### src/rtl/ball_pkt_i2c_tx_seq_if.sv
// Byte-level I2C master command/status bundle.
// The sequencer drives commands through the master modport.
interface ball_pkt_i2c_tx_seq_if;
    logic       start;
    logic       stop;
    logic       i2c_en;
    logic [7:0] tx_data;
    logic       ready;
    logic       tx_done;

    modport master (
        output start, stop, i2c_en, tx_data,
        input  ready, tx_done
    );

    modport slave (
        input  start, stop, i2c_en, tx_data,
        output ready, tx_done
    );
endinterface

### src/rtl/ball_pkt_i2c_tx_seq.sv
// Ball packet transmit sequencer: snapshot ball state, then
// drive START, address, six payload bytes and STOP into the I2C master.
module ball_pkt_i2c_tx_seq #(
    parameter logic [6:0] SLV_ADDR  = 7'h42,
    parameter int         N_PAYLOAD = 6,
    parameter int         TIMEOUT   = 20000
) (
    input  logic                          clk,
    input  logic                          reset,
    input  logic                          ball_send_trigger,
    input  logic [9:0]                    ball_y,
    input  logic [7:0]                    ball_vy,
    input  logic [1:0]                    gravity_counter,
    input  logic                          is_collision,
    input  logic                          is_win_flag,
    ball_pkt_i2c_tx_seq_if.master         bus,
    output logic                          is_transfer,
    output logic                          is_i2c_master_done,
    output logic                          tx_error
);

    localparam int CW = $clog2(TIMEOUT + 1);

    typedef enum logic [2:0] {
        IDLE,
        START,
        WAIT,
        SEND,
        STOP,
        WAIT_RDY
    } state_t;

    state_t        state;
    logic [CW-1:0] tmr;
    logic [2:0]    idx;
    logic [47:0]   pkt;
    logic          pending;
    logic          go;
    logic          tmo;

    assign go  = (state == IDLE) && (ball_send_trigger || pending)
                 && bus.ready;
    assign tmo = (tmr == CW'(TIMEOUT - 1));

    always_ff @(posedge clk or negedge reset) begin
        if (!reset) begin
            state              <= IDLE;
            tmr                <= '0;
            idx                <= '0;
            pkt                <= '0;
            pending            <= 1'b0;
            bus.start          <= 1'b0;
            bus.stop           <= 1'b0;
            bus.i2c_en         <= 1'b0;
            bus.tx_data        <= 8'h00;
            is_transfer        <= 1'b0;
            is_i2c_master_done <= 1'b0;
            tx_error           <= 1'b0;
        end else begin
            bus.start          <= 1'b0;
            bus.stop           <= 1'b0;
            bus.i2c_en         <= 1'b0;
            is_i2c_master_done <= 1'b0;
            // Triggers that cannot be accepted now coalesce here
            pending <= !go && (pending || ball_send_trigger);

            unique case (state)
                IDLE: begin
                    if (go) begin
                        pkt <= {7'b0, is_win_flag,
                                7'b0, is_collision,
                                6'b0, gravity_counter,
                                ball_vy,
                                6'b0, ball_y[9:8],
                                ball_y[7:0]};
                        idx         <= '0;
                        tx_error    <= 1'b0;
                        is_transfer <= 1'b1;
                        bus.start   <= 1'b1;
                        bus.i2c_en  <= 1'b1;
                        bus.tx_data <= {SLV_ADDR, 1'b0};
                        state       <= START;
                    end
                end
                START: begin
                    tmr   <= '0;
                    state <= WAIT;
                end
                WAIT: begin
                    if (bus.tx_done) begin
                        bus.i2c_en <= 1'b1;
                        if (idx == 3'(N_PAYLOAD)) begin
                            bus.stop <= 1'b1;
                            state    <= STOP;
                        end else begin
                            bus.tx_data <= pkt[7:0];
                            pkt         <= pkt >> 8;
                            idx         <= idx + 3'd1;
                            state       <= SEND;
                        end
                    end else if (tmo) begin
                        tx_error   <= 1'b1;
                        bus.stop   <= 1'b1;
                        bus.i2c_en <= 1'b1;
                        state      <= STOP;
                    end else begin
                        tmr <= tmr + 1'b1;
                    end
                end
                SEND: begin
                    tmr   <= '0;
                    state <= WAIT;
                end
                STOP: begin
                    tmr   <= '0;
                    state <= WAIT_RDY;
                end
                WAIT_RDY: begin
                    // An aborted packet ends without a done pulse
                    if (bus.ready) begin
                        is_i2c_master_done <= !tx_error;
                        is_transfer        <= 1'b0;
                        state              <= IDLE;
                    end else if (tmo) begin
                        tx_error    <= 1'b1;
                        is_transfer <= 1'b0;
                        state       <= IDLE;
                    end else begin
                        tmr <= tmr + 1'b1;
                    end
                end
                default: state <= IDLE;
            endcase
        end
    end

endmodule

### src/flat_wrapper.sv
// flat-port wrapper written by rule: the top's interface ports become plain ports
module ball_pkt_i2c_tx_seq_flat 
#(
    parameter logic [6:0] SLV_ADDR  = 7'h42,
    parameter int         N_PAYLOAD = 6,
    parameter int         TIMEOUT   = 20000
)
  (clk, reset, ball_send_trigger, ball_y, ball_vy, gravity_counter, is_collision, is_win_flag, is_transfer, is_i2c_master_done, tx_error, bus_start, bus_stop, bus_i2c_en, bus_tx_data, bus_ready, bus_tx_done);
  ball_pkt_i2c_tx_seq_if bus_i ();
  input  logic clk;
  input  logic reset;
  input  logic ball_send_trigger;
  input  logic [9:0] ball_y;
  input  logic [7:0] ball_vy;
  input  logic [1:0] gravity_counter;
  input  logic is_collision;
  input  logic is_win_flag;
  output logic is_transfer;
  output logic is_i2c_master_done;
  output logic tx_error;
  output wire logic [$bits(bus_i.start)-1:0] bus_start;
  output wire logic [$bits(bus_i.stop)-1:0] bus_stop;
  output wire logic [$bits(bus_i.i2c_en)-1:0] bus_i2c_en;
  output wire logic [$bits(bus_i.tx_data)-1:0] bus_tx_data;
  input wire logic [$bits(bus_i.ready)-1:0] bus_ready;
  input wire logic [$bits(bus_i.tx_done)-1:0] bus_tx_done;
  assign bus_start = bus_i.start;
  assign bus_stop = bus_i.stop;
  assign bus_i2c_en = bus_i.i2c_en;
  assign bus_tx_data = bus_i.tx_data;
  assign bus_i.ready = bus_ready;
  assign bus_i.tx_done = bus_tx_done;
  ball_pkt_i2c_tx_seq #(.SLV_ADDR(SLV_ADDR), .N_PAYLOAD(N_PAYLOAD), .TIMEOUT(TIMEOUT)) u_core (.clk(clk), .reset(reset), .ball_send_trigger(ball_send_trigger), .ball_y(ball_y), .ball_vy(ball_vy), .gravity_counter(gravity_counter), .is_collision(is_collision), .is_win_flag(is_win_flag), .bus(bus_i), .is_transfer(is_transfer), .is_i2c_master_done(is_i2c_master_done), .tx_error(tx_error));
endmodule
### config.mk
export PLATFORM = sky130hd
export DESIGN_NAME = ball_pkt_i2c_tx_seq_flat
export DESIGN_NICKNAME = d
export VERILOG_FILES = /design/src/rtl/ball_pkt_i2c_tx_seq_if.sv /design/src/rtl/ball_pkt_i2c_tx_seq.sv /design/src/flat_wrapper.sv
export SDC_FILE = /design/constraint.sdc
export NUM_CORES = 1
export LEC_CHECK = 0
export CORE_UTILIZATION = 55
export CTS_BUF_LIST = sky130_fd_sc_hd__clkbuf_8
export DETAILED_ROUTE_END_ITERATION = 8
export GPL_ROUTABILITY_DRIVEN = 0
export PLACE_DENSITY = 0.8
export SLEW_MARGIN = 5
export SYNTH_ARGS = -nofsm -noshare
export SYNTH_HDL_FRONTEND = slang
export SYNTH_SLANG_ARGS = --single-unit
### constraint.sdc
create_clock -name clk -period 2.1 [get_ports clk]
set_clock_uncertainty 0.15 [all_clocks]
set_input_delay 0.21 -clock clk [delete_from_list [all_inputs] [get_ports clk]]
set_output_delay 0.21 -clock clk [all_outputs]
set_load 0.01 [all_outputs]
==> impl_metrics.py <==
metrics = {
    "final_layout": {
        "seqCellArea_um2": 1602,
        "utilization_pct": 72.31,
        "antennaDiodeCount": 0,
        "fin_cells": 397,
        "fillers": 381,
        "mostFrequentLayoutCell": "dfrtp_1",
        "final_cell_mix": "64 x dfrtp_1, 39 x clkdlybuf4s50_1, 33 x o21ai_0",
        "num-nets-final": 352,
        "layout-drive-gt1-share_pct": 12.84,
        "multiInputGateArea_um2": 1185,
        "syn_to_final_growth_pct": 26.64,
    },
    "yosys": {
        "yosys_most_used_dff": "dfrtp_1",
        "ys_warn_count": 0,
        "synth.distinct_cells": 44,
        "synth_nets": 301,
        "synth_area_um2": 2898,
        "synthCells": 271,
        "yosys_register_bits": 64,
        "synthArstFlopShare_pct": 100.0,
        "synth.avg_cell_area_um2": 10.69,
        "synth_edf_count": 0,
        "seq_area_frac_synth_pct": 55.27,
    },
    "cts": {
        "path_clk_slew_ns": 0.07,
        "insertion_delay_ns": 0.34,
        "cts_tree": "built",
        "cts_sinks": 64,
        "numCtsBuffers": 9,
        "cts_max_level": 3,
        "clk_path_buf_depth": 2,
        "clock-root-buffer": "clkbuf_8",
    },
    "setup_path": {
        "worst_ep_arrival_time_ns": 2.13,
        "worstSetupEndpointType": "flop",
        "cpPeakStageDelay_ns": 0.49,
        "start_kind": "flop",
        "path_class": "reg2reg",
        "r2r-start": "u_core.tmr[1]",
        "path_buf_inv": 0,
        "crit_path_top_delay_cell": "or4_1",
        "crit_path_start": "u_core.tmr[1]",
        "crit_family": "simple AND/OR/NAND/NOR gates",
        "reg2reg_depth": 6,
        "path_depth": 6,
        "cp.required_ns": 2.23,
        "path_max_fanout": 6,
        "crit_chain": "ha_2, and4_4, and3_4, nand4_4, or4_1, nand3_1",
    },
    "drt": {
        "drt_iter0_markers": 173,
        "wirelength_mm": 6.047,
        "via_count": 2270,
        "dr.pass1.iters": 4,
        "final_antenna_net_count": 0,
        "wl_per_cell_um": 15.23,
        "drc": 0,
        "vias_per_cell": 5.718,
    },
    "pwr": {
        "p_leak_nw": 1.642,
        "finalPower_mw": 4.945,
        "worst_ir_drop_vdd_uv": 1014,
        "power_density_nw_per_um2": 1347,
    },
    "global_routing": {
        "antenna_found_initial": 0,
        "grt_pass1_vias": 2101,
        "grt_max_degree": 65,
        "grt_usage_pct": 24.13,
        "grt_pass1_wl_mm": 9.804,
        "grt-ovfl-total": 0,
    },
    "sta": {
        "period_share_pct": 95.53,
        "clock.fmax_mhz": 498.5,
        "slew-limit-headroom_pct": 76.34,
        "setup_viol": 0,
        "fin_crit_ns": 2.006,
        "final_hold_viol_count": 0,
        "slew_viol_final": 0,
        "rsz0062_at_grt": "false",
        "fin_setup_tns_ns": 0,
        "tightest_slew_ns": 0.3536,
    },
    "placed_design": {
        "dp_cells": 378,
        "io_buffers": 40,
        "place_hpwl_mm": 4.017,
    },
    "floorplan": {
        "rows": 26,
        "io_pins": 41,
        "dieArea_um2": 5563,
        "die_x_um": 74.59,
        "coreArea_um2": 5075,
        "start_util_pct": 57.10,
        "die_y_um": 74.59,
    },
    "job": {
        "cap_violations": 0,
    },
    "worst_hold_path": {
        "hold_path_class": "in2async",
    },
    "status": {
        "status": "completed",
    },
}
-- tightest hold or removal path: stages --
cell and delay, ns:
dlygate4sd3_1 0.51, buf_2 0.12, buf_12 0.30
-- stage by stage --
stage | area (um2) | hold WS, ns | setup WS (ns)
after floorplan | 2898 | -0.2356 | 0.1786
after global placement | 3438 | 0.09684 | 0.09158
after detailed placement | 3438 | 0.09712 | 0.04620
after CTS | 3646 | 0.2697 | 0.02899
after global routing | 3670 | 0.2997 | 0.01099
final | 3670 | 0.2616 | 0.09391
-- final timing paths --
| check | slack, ns | endpoint |
|---|---|---|
| worst max-delay path | 0.09 | u_core.tmr[12] |
| min in group clk | 0.33 | u_core.pkt[19] |
| worst max register to register | 0.09 | u_core.tmr[12] |
| worst min register to register | 0.33 | u_core.pkt[9] |
| max in group asynchronous | 1.28 | u_core.tmr[14] |
| worst min-delay path | 0.26 | u_core.bus.tx_data[1] |
-- layout make-up --
cell class	instances	share of cell area, %
flip-flops and latches	64	43.64
multi-input cells	184	32.29
repair buffers	57	15.68
clock buffers	10	3.750
well taps	70	2.387
clock inverters	6	1.637
inverters	6	0.6137
-- synth_stat cells, drive strengths merged, types with 4 or more instances --
| cell type | count | area share, % |
|---|---|---|
| nand2 | 32 | 4.1 |
| o31ai | 4 | 1.0 |
| a21oi | 12 | 2.1 |
| a22o | 21 | 6.3 |
| nor2 | 15 | 2.0 |
| dfrtp | 64 | 55 |
| o21ai | 38 | 6.6 |
| buf | 15 | 3.1 |
| mux2i | 14 | 4.8 |
| inv | 6 | 0.78 |
| nand3 | 5 | 0.86 |
| o22a | 4 | 1.2 |
-- power breakdown --
part	total [mW]	internal (mW)	switching, mW	leakage [nW]
Combinational	1.90	0.945	0.959	0.703
Clock	1.05	0.574	0.475	0.103
Sequential	1.99	1.68	0.313	0.836
-- metal layers --
metal / global-route usage [%] / part of all wire, % / vias up
met3: 5.285 / 4.6 / 10
met1: 33.27 / 45 / 1107
li1: - / - / 1087
met2: 37.14 / 49 / 66
met4: 10.06 / 1.8 / 0
met5: 0 / 0 / -
-- cell families after synthesis --
group	count (synthesis)	share of synthesized area [%]
AOI/OAI and AO/OA	91	20.47
and+or+nand+nor	75	13.69
adders and majority gates	3	1.295
muxes	14	4.836
buffers and inverters	23	4.145
xor gates and xnor gates	1	0.3023
DFF	64	55.27
-- sequential cells by signal, summed over array words and instances, names as in the netlist --
name                       count
u_core.is_transfer             1
u_core.pkt                    28
u_core.tx_error                1
u_core.tmr                    15
u_core.is_i2c_master_done      1
u_core.pending                 1
u_core.bus.start               1
u_core.idx                     3
u_core.state                   3
u_core.bus.stop                1
u_core.bus.i2c_en              1
u_core.bus.tx_data             8
-- timing repair --
action,in CTS,in global routing
buffers inserted,0,2
setup endpoints to repair,0,11
hold endpoints to repair,64,0
gates resized for setup,0,2
hold buffers,1,0
(Power assumes the default switching activity.)
